===== src/rtl/clk_div_pkg.sv =====
// rtl/clk_div_pkg.sv - shared constants and helpers for the clock divider bank
//
// Purpose : board frequency, standard terminal counts and the channel-index
//           width helper used by clk_div_bank and clk_div_channel.
// Ports   : none (package).
package clk_div_pkg;

  // Board reference clock feeding clk_in.
  localparam int unsigned BOARD_HZ = 100_000_000;

  // Terminal counts M for common rates; clk_out = BOARD_HZ / (2*(M+1)).
  localparam int unsigned DIV_1MHZ = 49;
  localparam int unsigned DIV_1HZ  = 49_999_999;

  // Width of a channel index; never zero so a single-channel bank still
  // has a legal one-bit cfg_ch port.
  function automatic int ch_w(input int n);
    return (n <= 1) ? 1 : $clog2(n);
  endfunction

endpackage


===== src/rtl/clk_div_channel.sv =====
// rtl/clk_div_channel.sv - one programmable divider channel
//
// Purpose : counts clk_in cycles up to a loadable terminal count, toggling a
//           square wave and pulsing a one-cycle tick on every terminal count.
// Ports   : clk_in   - board clock
//           reset    - asynchronous, active-high
//           en       - count enable; when low cnt and clk_out hold
//           restart  - zero cnt/clk_out/tick, keep terminal count
//           load     - write load_val into the terminal count and restart
//           load_val - new terminal count M
//           clk_out  - square wave, period 2*(M+1) cycles
//           tick     - one-cycle pulse every M+1 enabled cycles
module clk_div_channel
  import clk_div_pkg::*;
#(
  parameter int CNT_W       = 27,
  parameter int DEFAULT_MAX = 49
) (
  input  logic             clk_in,
  input  logic             reset,
  input  logic             en,
  input  logic             restart,
  input  logic             load,
  input  logic [CNT_W-1:0] load_val,
  output logic             clk_out,
  output logic             tick
);

  logic [CNT_W-1:0] cnt;
  logic [CNT_W-1:0] max_r;

  // cnt is zeroed whenever max_r changes, so cnt can never pass max_r and an
  // equality test is enough to find the terminal count.
  logic at_max;
  assign at_max = (cnt == max_r);

  always_ff @(posedge clk_in or posedge reset) begin
    if (reset) begin
      cnt     <= '0;
      max_r   <= CNT_W'(DEFAULT_MAX);
      clk_out <= 1'b0;
      tick    <= 1'b0;
    end else begin
      // The terminal-count write lands even when a restart comes with it.
      if (load) begin
        max_r <= load_val;
      end

      if (restart || load) begin
        cnt     <= '0;
        clk_out <= 1'b0;
        tick    <= 1'b0;
      end else if (en) begin
        if (at_max) begin
          cnt     <= '0;
          clk_out <= ~clk_out;
          tick    <= 1'b1;
        end else begin
          cnt  <= cnt + 1'b1;
          tick <= 1'b0;
        end
      end else begin
        tick <= 1'b0;
      end
    end
  end

endmodule


===== src/rtl/clk_div_bank.sv =====
// rtl/clk_div_bank.sv - multi-channel runtime-programmable clock divider
//
// Purpose : NUM_CH independent dividers of clk_in with per-channel enables,
//           per-channel terminal-count writes and a common re-phase.
// Ports   : clk_in  - board clock (100 MHz)
//           reset   - asynchronous, active-high
//           en      - per-channel count enable
//           sync    - restart every channel on this edge
//           cfg_we  - terminal-count write strobe
//           cfg_ch  - channel index for the write (indices >= NUM_CH ignored)
//           cfg_max - new terminal count M
//           clk_out - per-channel square wave, period 2*(M+1) cycles
//           tick    - per-channel one-cycle pulse, period M+1 cycles
module clk_div_bank
  import clk_div_pkg::*;
#(
  parameter int NUM_CH      = 4,
  parameter int CNT_W       = 27,
  parameter int DEFAULT_MAX = 49
) (
  input  logic                      clk_in,
  input  logic                      reset,
  input  logic [NUM_CH-1:0]         en,
  input  logic                      sync,
  input  logic                      cfg_we,
  input  logic [ch_w(NUM_CH)-1:0]   cfg_ch,
  input  logic [CNT_W-1:0]          cfg_max,
  output logic [NUM_CH-1:0]         clk_out,
  output logic [NUM_CH-1:0]         tick
);

  localparam int CH_W = ch_w(NUM_CH);

  logic [NUM_CH-1:0] load;

  for (genvar i = 0; i < NUM_CH; i++) begin : g_ch
    // An out-of-range cfg_ch matches no channel, so the write is dropped.
    assign load[i] = cfg_we && (cfg_ch == CH_W'(i));

    clk_div_channel #(
      .CNT_W       (CNT_W),
      .DEFAULT_MAX (DEFAULT_MAX)
    ) u_ch (
      .clk_in   (clk_in),
      .reset    (reset),
      .en       (en[i]),
      .restart  (sync),
      .load     (load[i]),
      .load_val (cfg_max),
      .clk_out  (clk_out[i]),
      .tick     (tick[i])
    );
  end

endmodule

===== config.mk =====
export PLATFORM = sky130hd
export DESIGN_NAME = clk_div_bank
export DESIGN_NICKNAME = d
export VERILOG_FILES = /design/src/rtl/clk_div_pkg.sv /design/src/rtl/clk_div_channel.sv /design/src/rtl/clk_div_bank.sv
export SDC_FILE = /design/constraint.sdc
export NUM_CORES = 1
export LEC_CHECK = 0
export ABC_AREA = 1
export CORE_MARGIN = 1
export CORE_UTILIZATION = 40
export DETAILED_ROUTE_END_ITERATION = 10
export GPL_TIMING_DRIVEN = 0
export MAX_ROUTING_LAYER = met4
export SETUP_SLACK_MARGIN = 0.15
export SYNTH_ARGS = -nofsm -noshare
export SYNTH_HDL_FRONTEND = slang
export SYNTH_SLANG_ARGS = --single-unit

===== constraint.sdc =====
create_clock -name clk_in -period 12.45 [get_ports clk_in]
set_input_delay 1.8675 -clock clk_in [delete_from_list [all_inputs] [get_ports clk_in]]
set_output_delay 1.8675 -clock clk_in [all_outputs]
set_load 0.1 [all_outputs]

Yosys cells after proc, flatten, opt, wreduce, memory -nomap -nowiden
Index checks and enable logic that the tools add are counted.
Cells by class
  add/sub/neg operators: 4
  eq/ne operators: 7
  mux-type cells: 36
  bitwise logic cells: 4
  reductions and logical operators: 21
Operators by type and width (number)
  27-bit two-way mux: 12
  27-bit by 1-bit adder with 27-bit output, second input constant: 4
  27-bit == test: 4
  1-bit two-way mux: 24
  2-bit nonzero test: 8
  2-bit AND reduction: 4
  2-bit == test, second input constant: 2
  1-bit logical AND: 4
  1-bit logical OR: 4
  1-bit inverter: 4
  2-bit by 1-bit == test with 1-bit output, second input constant: 1
  2-bit logical NOT: 1
Word-level totals
  register bits after elaboration: 224
  input bits: 37
  output and inout bits: 8
  word-level logic and storage cells: 88

Depth between registers and ports, before layout
  word-level depth: 5
  mapped depth: 13

Hierarchy
A second synthesis with hierarchy kept.
Second synthesis, totals
  cell total of the unflattened synthesis: 1900
  area total of the unflattened synthesis: 13457.9 µm²
Modules (own cells, without submodules)
  clk_div_channel: times used 4, cells an instance 473, area an instance 3357.0 µm², seq. area each 1405.1 µm²
  clk_div_bank: times used 1, cells an instance 8, area an instance 30.0 µm², seq. area each 0.0 µm²

Worst setup path after synthesis
Ideal clock, no wire load.
  path type: input to register
  start point: input en[0]
  end point: register g_ch[0].u_ch.cnt[4]
  arrival: 2.845 ns
  required time: 12.330 ns
  path slack: 9.485 ns
  stages: 8
  path through: clkbuf_1 inv_1 nand3_1 buf_4 nand2_1 nor3_1 xor2_1 nor2_1
On the way
  word-level cells in the longest chain between the ends: 1
Ends and longest elaborated chain
  start: declaration: line clk_div_bank.sv:23  | input logic [NUM_CH-1:0] en,
  2-bit nonzero test (no line)
  end signal: assignment: line clk_div_channel.sv:59  | cnt <= cnt + 1'b1;
  end: declaration: line clk_div_channel.sv:29  | logic [CNT_W-1:0] cnt;
Every way passes these cells.
A chain may end at the register's enable or synchronous reset.

Worst setup path in the final report
  start point: register g_ch[3].u_ch.clk_out
  end point: output clk_out[3]
RTL lines
  start: declaration: line clk_div_channel.sv:25  | output logic clk_out,
  start signal: assignment: line clk_div_channel.sv:56  | clk_out <= ~clk_out;
  end: declaration: line clk_div_bank.sv:28  | output logic [NUM_CH-1:0] clk_out,
No word-level cell between the ends.

==> results.md <==
- Final critical-path required period: 4.04 ns
- Routing layer with the top usage in global route: met2
- Number of global-route vias before repair: between 10000 and 15000
- Synthesized area per cell: 6.93 um^2
- Area of the die: ~34000 um^2
- Root Driver: sky130_fd_sc_hd__clkbuf_16
- Post-placement cell area: 14300 um^2
- Routability Congestion: 0.892
- Die Ht: approximately 180 um
- Tot GR Track Use: 22.4%
- Worst endpoint required time: approximately 11 ns
- Initial DRC Count: 761
- Clock sink count: roughly 220
- Clock insertion delay at the later pin of the skew report: 0.55 ns
- Remaining routing DRC violations: 0
- IO Count: 45
- Flop and latch count out of synthesis: 224
- Power density normalized to cell area: 129 nW/um^2
- Post-detailed-route count of antenna-violating nets: 0
- Number of standard cells in the final layout excluding fillers: 2456
- Placeable Area: between 30000 and 40000 um^2
- Detailed Routing Iterations Pass 1: 5
- Least setup slack across all paths after layout: 8.41 ns
- Max VDD drop: 0.109 mV
- Startpoint Class: register
- Total Nets Final: 2034
- Part of the cycle the worst path needs: 32.5%
- Post-synthesis cell count: 1921
- Routing usage on met3: 1.92%
- Post-cts sizing count: 0
- Sequential share of the synthesized area: 42.2%
- Final Routed Wirelength: 35.8 mm
- CTS tree: done
- Placed Instances: between 2000 and 2500
- Library cell occupying the most area in the post-synthesis netlist: sky130_fd_sc_hd__dfrtp_1
- Mapped Nets: roughly 2000
- Non-Filler Cell Area, Final: approximately 15000 um^2
- Initial antenna violation count: 0
- Sum of net half-perimeters after detailed placement: 26.5 mm
- Pin count of the biggest net entering global routing: 129
- Count of warnings emitted by yosys: 0
- Number of H-tree branching levels: 1
- Detailed-route via count: 11600
- Slew at the pin closest to its max-slew limit: between 0.9 and 1 ns
- GR Layer Usage met2: 36.1%
- Reg clk slew, reported paths: 0.07 ns
- LEAKAGE: approximately 7.4 nW
- Proportion of netlist area held by the largest area contributor: 39.9%
- Share of final-layout standard cells stronger than drive strength 1: 7.60%
- Worst endpoint data arrival time: around 2.2 ns
- F_max: 247 MHz
- Detailed-route wire length per cell: 14.6 um
- Category of the worst setup path capture point: output pin
- Mapped Area: roughly 13000 um^2
- Floorplan die width: 184 um
- Maximum clock path buffer count: 3
- Global Route met1 Usage: 29.9%
- Worst hold-check path type: reg2reg
- Pre-CTS setup slack: 8.56 ns
- Setup repair after global routing missed its margin: false
- Inserted Clock Buffers: 27
- Remaining global-route overflow: 0
- Post-route clock skew: 0.0228 ns
- Initial core utilization: 40.8%
- Tightest slew margin relative to the limit: 35.0%
- Number of placement rows: 66
- Number of pins with negative max-slew slack in the final report: 0
- Routed vias/inst: between 4 and 5
- Cts hold-fix bufs: 0
- Number of buffers inserted by port buffering: 42
- Synth-to-layout area growth: 14.9%
- Sum of negative setup slack: 0 ns
- Critical Path Fanout Max: 3
- Number of setup violations in the final report: 0
- Diodes inserted: 0
- Final hold viol count: 0
- Status: completed
- Count of different cell masters after synthesis: 38
- Setup Fix Bufs, Post-CTS: 0
- Synth area leaders: sky130_fd_sc_hd__dfrtp_1 40%, sky130_fd_sc_hd__nand2_1 19%, sky130_fd_sc_hd__inv_1 8.0%, sky130_fd_sc_hd__nor2_1 7.7%, sky130_fd_sc_hd__xor2_1 4.3%
- First-pass GRT wire length: roughly 57 mm
- Classification of the worst setup path: reg2out
- Number of maximum-capacitance constraint violations: 0
==> power breakdown <==
group	internal (mW)	switching (mW)
registers	0.791	0.0577
clock network	0.531	0.325
logic	0.102	0.168
==> Yosys cell counts <==
cell,instances
sky130_fd_sc_hd__nand2_1,680
sky130_fd_sc_hd__inv_1,284
sky130_fd_sc_hd__nor2_1,274
sky130_fd_sc_hd__dfrtp_1,212
sky130_fd_sc_hd__o21ai_0,110
sky130_fd_sc_hd__xor2_1,65
sky130_fd_sc_hd__nand3_1,62
sky130_fd_sc_hd__nand4_1,39
sky130_fd_sc_hd__xnor2_1,38
sky130_fd_sc_hd__clkbuf_1,18
sky130_fd_sc_hd__nor3_1,17
sky130_fd_sc_hd__buf_4,14
sky130_fd_sc_hd__nor2_2,13
sky130_fd_sc_hd__dfstp_2,12
sky130_fd_sc_hd__nand2_2,11
sky130_fd_sc_hd__buf_2,9
sky130_fd_sc_hd__inv_2,7
sky130_fd_sc_hd__buf_6,6
sky130_fd_sc_hd__nand2_4,5
sky130_fd_sc_hd__nor2_4,5
sky130_fd_sc_hd__nor3_2,5
sky130_fd_sc_hd__clkbuf_2,4
sky130_fd_sc_hd__ha_1,4
sky130_fd_sc_hd__o21ai_1,4
sky130_fd_sc_hd__buf_1,3
sky130_fd_sc_hd__nand3_2,2
sky130_fd_sc_hd__nand3b_2,2
sky130_fd_sc_hd__nor2_8,2
sky130_fd_sc_hd__nor3_4,2
sky130_fd_sc_hd__nor3b_1,2
sky130_fd_sc_hd__or2_0,2
sky130_fd_sc_hd__or2_2,2
sky130_fd_sc_hd__clkinv_1,1
sky130_fd_sc_hd__inv_4,1
sky130_fd_sc_hd__nand2_8,1
sky130_fd_sc_hd__nand3_4,1
sky130_fd_sc_hd__nand4_2,1
sky130_fd_sc_hd__o22ai_1,1
==> sequential cells by signal, summed over array words and instances, names as in the netlist <==
| name | cells |
|---|---|
| g_ch.u_ch.max_r | 108 |
| g_ch.u_ch.clk_out | 4 |
| g_ch.u_ch.cnt | 108 |
| g_ch.u_ch.tick | 4 |
==> placed cells by master (no fill, tap or decap), drive strengths merged, types with 5 or more instances in the layout <==
master	instances
nand3	65
nand4	40
clkbuf	58
bufinv	5
buf	33
clkdlybuf4s50	42
xor2	65
nor2	294
dfstp	12
xnor2	38
nand2	697
dfrtp	212
inv	293
clkinv	5
o21ai	114
nor3	24
==> layout make-up <==
class,count,area [um^2]
Sequential cell,224,5620
Tap cell,442,553
Multi-Input combinational cell,1350,6270
Clock buffer,36,759
Timing Repair Buffer,43,448
Inverter,293,1110
Fill cell,3319,17300
Clock inverter,14,209
Buffer,54,317
==> metrics by stage <==
| stage | hold slack [ns] | power [mW] | util (%) |
|---|---|---|---|
| final | 0.505 | 1.98 | 46.9 |
| after floorplan | 0.473 | 1.04 | - |
| after global routing | 0.527 | 2.07 | 46.9 |
| after detailed placement | 0.498 | 1.13 | 43.9 |
| after CTS | 0.509 | 2.00 | 46.9 |
| after global placement | 0.492 | 1.13 | 43.8 |
==> kinds of logic after synthesis <==
| family | count (synthesis) | share of synthesized area (%) |
|---|---|---|
| compound gates | 115 | 4.33 |
| xor+xnor | 103 | 6.78 |
| fa+ha+maj | 4 | 0.376 |
| buf+inv | 347 | 10.7 |
| flops | 224 | 42.2 |
| simple gates | 1128 | 35.6 |
==> worst max-delay path, stage by stage, from the launching register on <==
cell	delay, ns
sky130_fd_sc_hd__dfrtp_1	0.38
sky130_fd_sc_hd__buf_4	0.12
sky130_fd_sc_hd__clkdlybuf4s50_1	1.12
==> final timing paths <==
path / startpoint / endpoint / slack [ns] / cells after the start
setup / recovery: g_ch[3].u_ch.clk_out / clk_out[3] / 8.41 / 2
hold / removal: g_ch[1].u_ch.max_r[0] / g_ch[1].u_ch.max_r[0] / 0.50 / 2
setup reg to reg: g_ch[3].u_ch.cnt[21] / g_ch[3].u_ch.cnt[26] / 10.57 / 11
hold reg to reg: g_ch[1].u_ch.max_r[0] / g_ch[1].u_ch.max_r[0] / 0.50 / 2
max in group asynchronous: reset / g_ch[2].u_ch.max_r[1] / 9.50 / 3
min in group asynchronous: reset / g_ch[1].u_ch.cnt[22] / 1.86 / 2
==> routing by layer <==
metal  wire [um]  share of wire [%]
met2       16400                 46
met1       17000                 48
met3        1250                3.5
met4        1130                3.2
met5           0                  0
No activity file was read; power rests on OpenSTA's default activity.
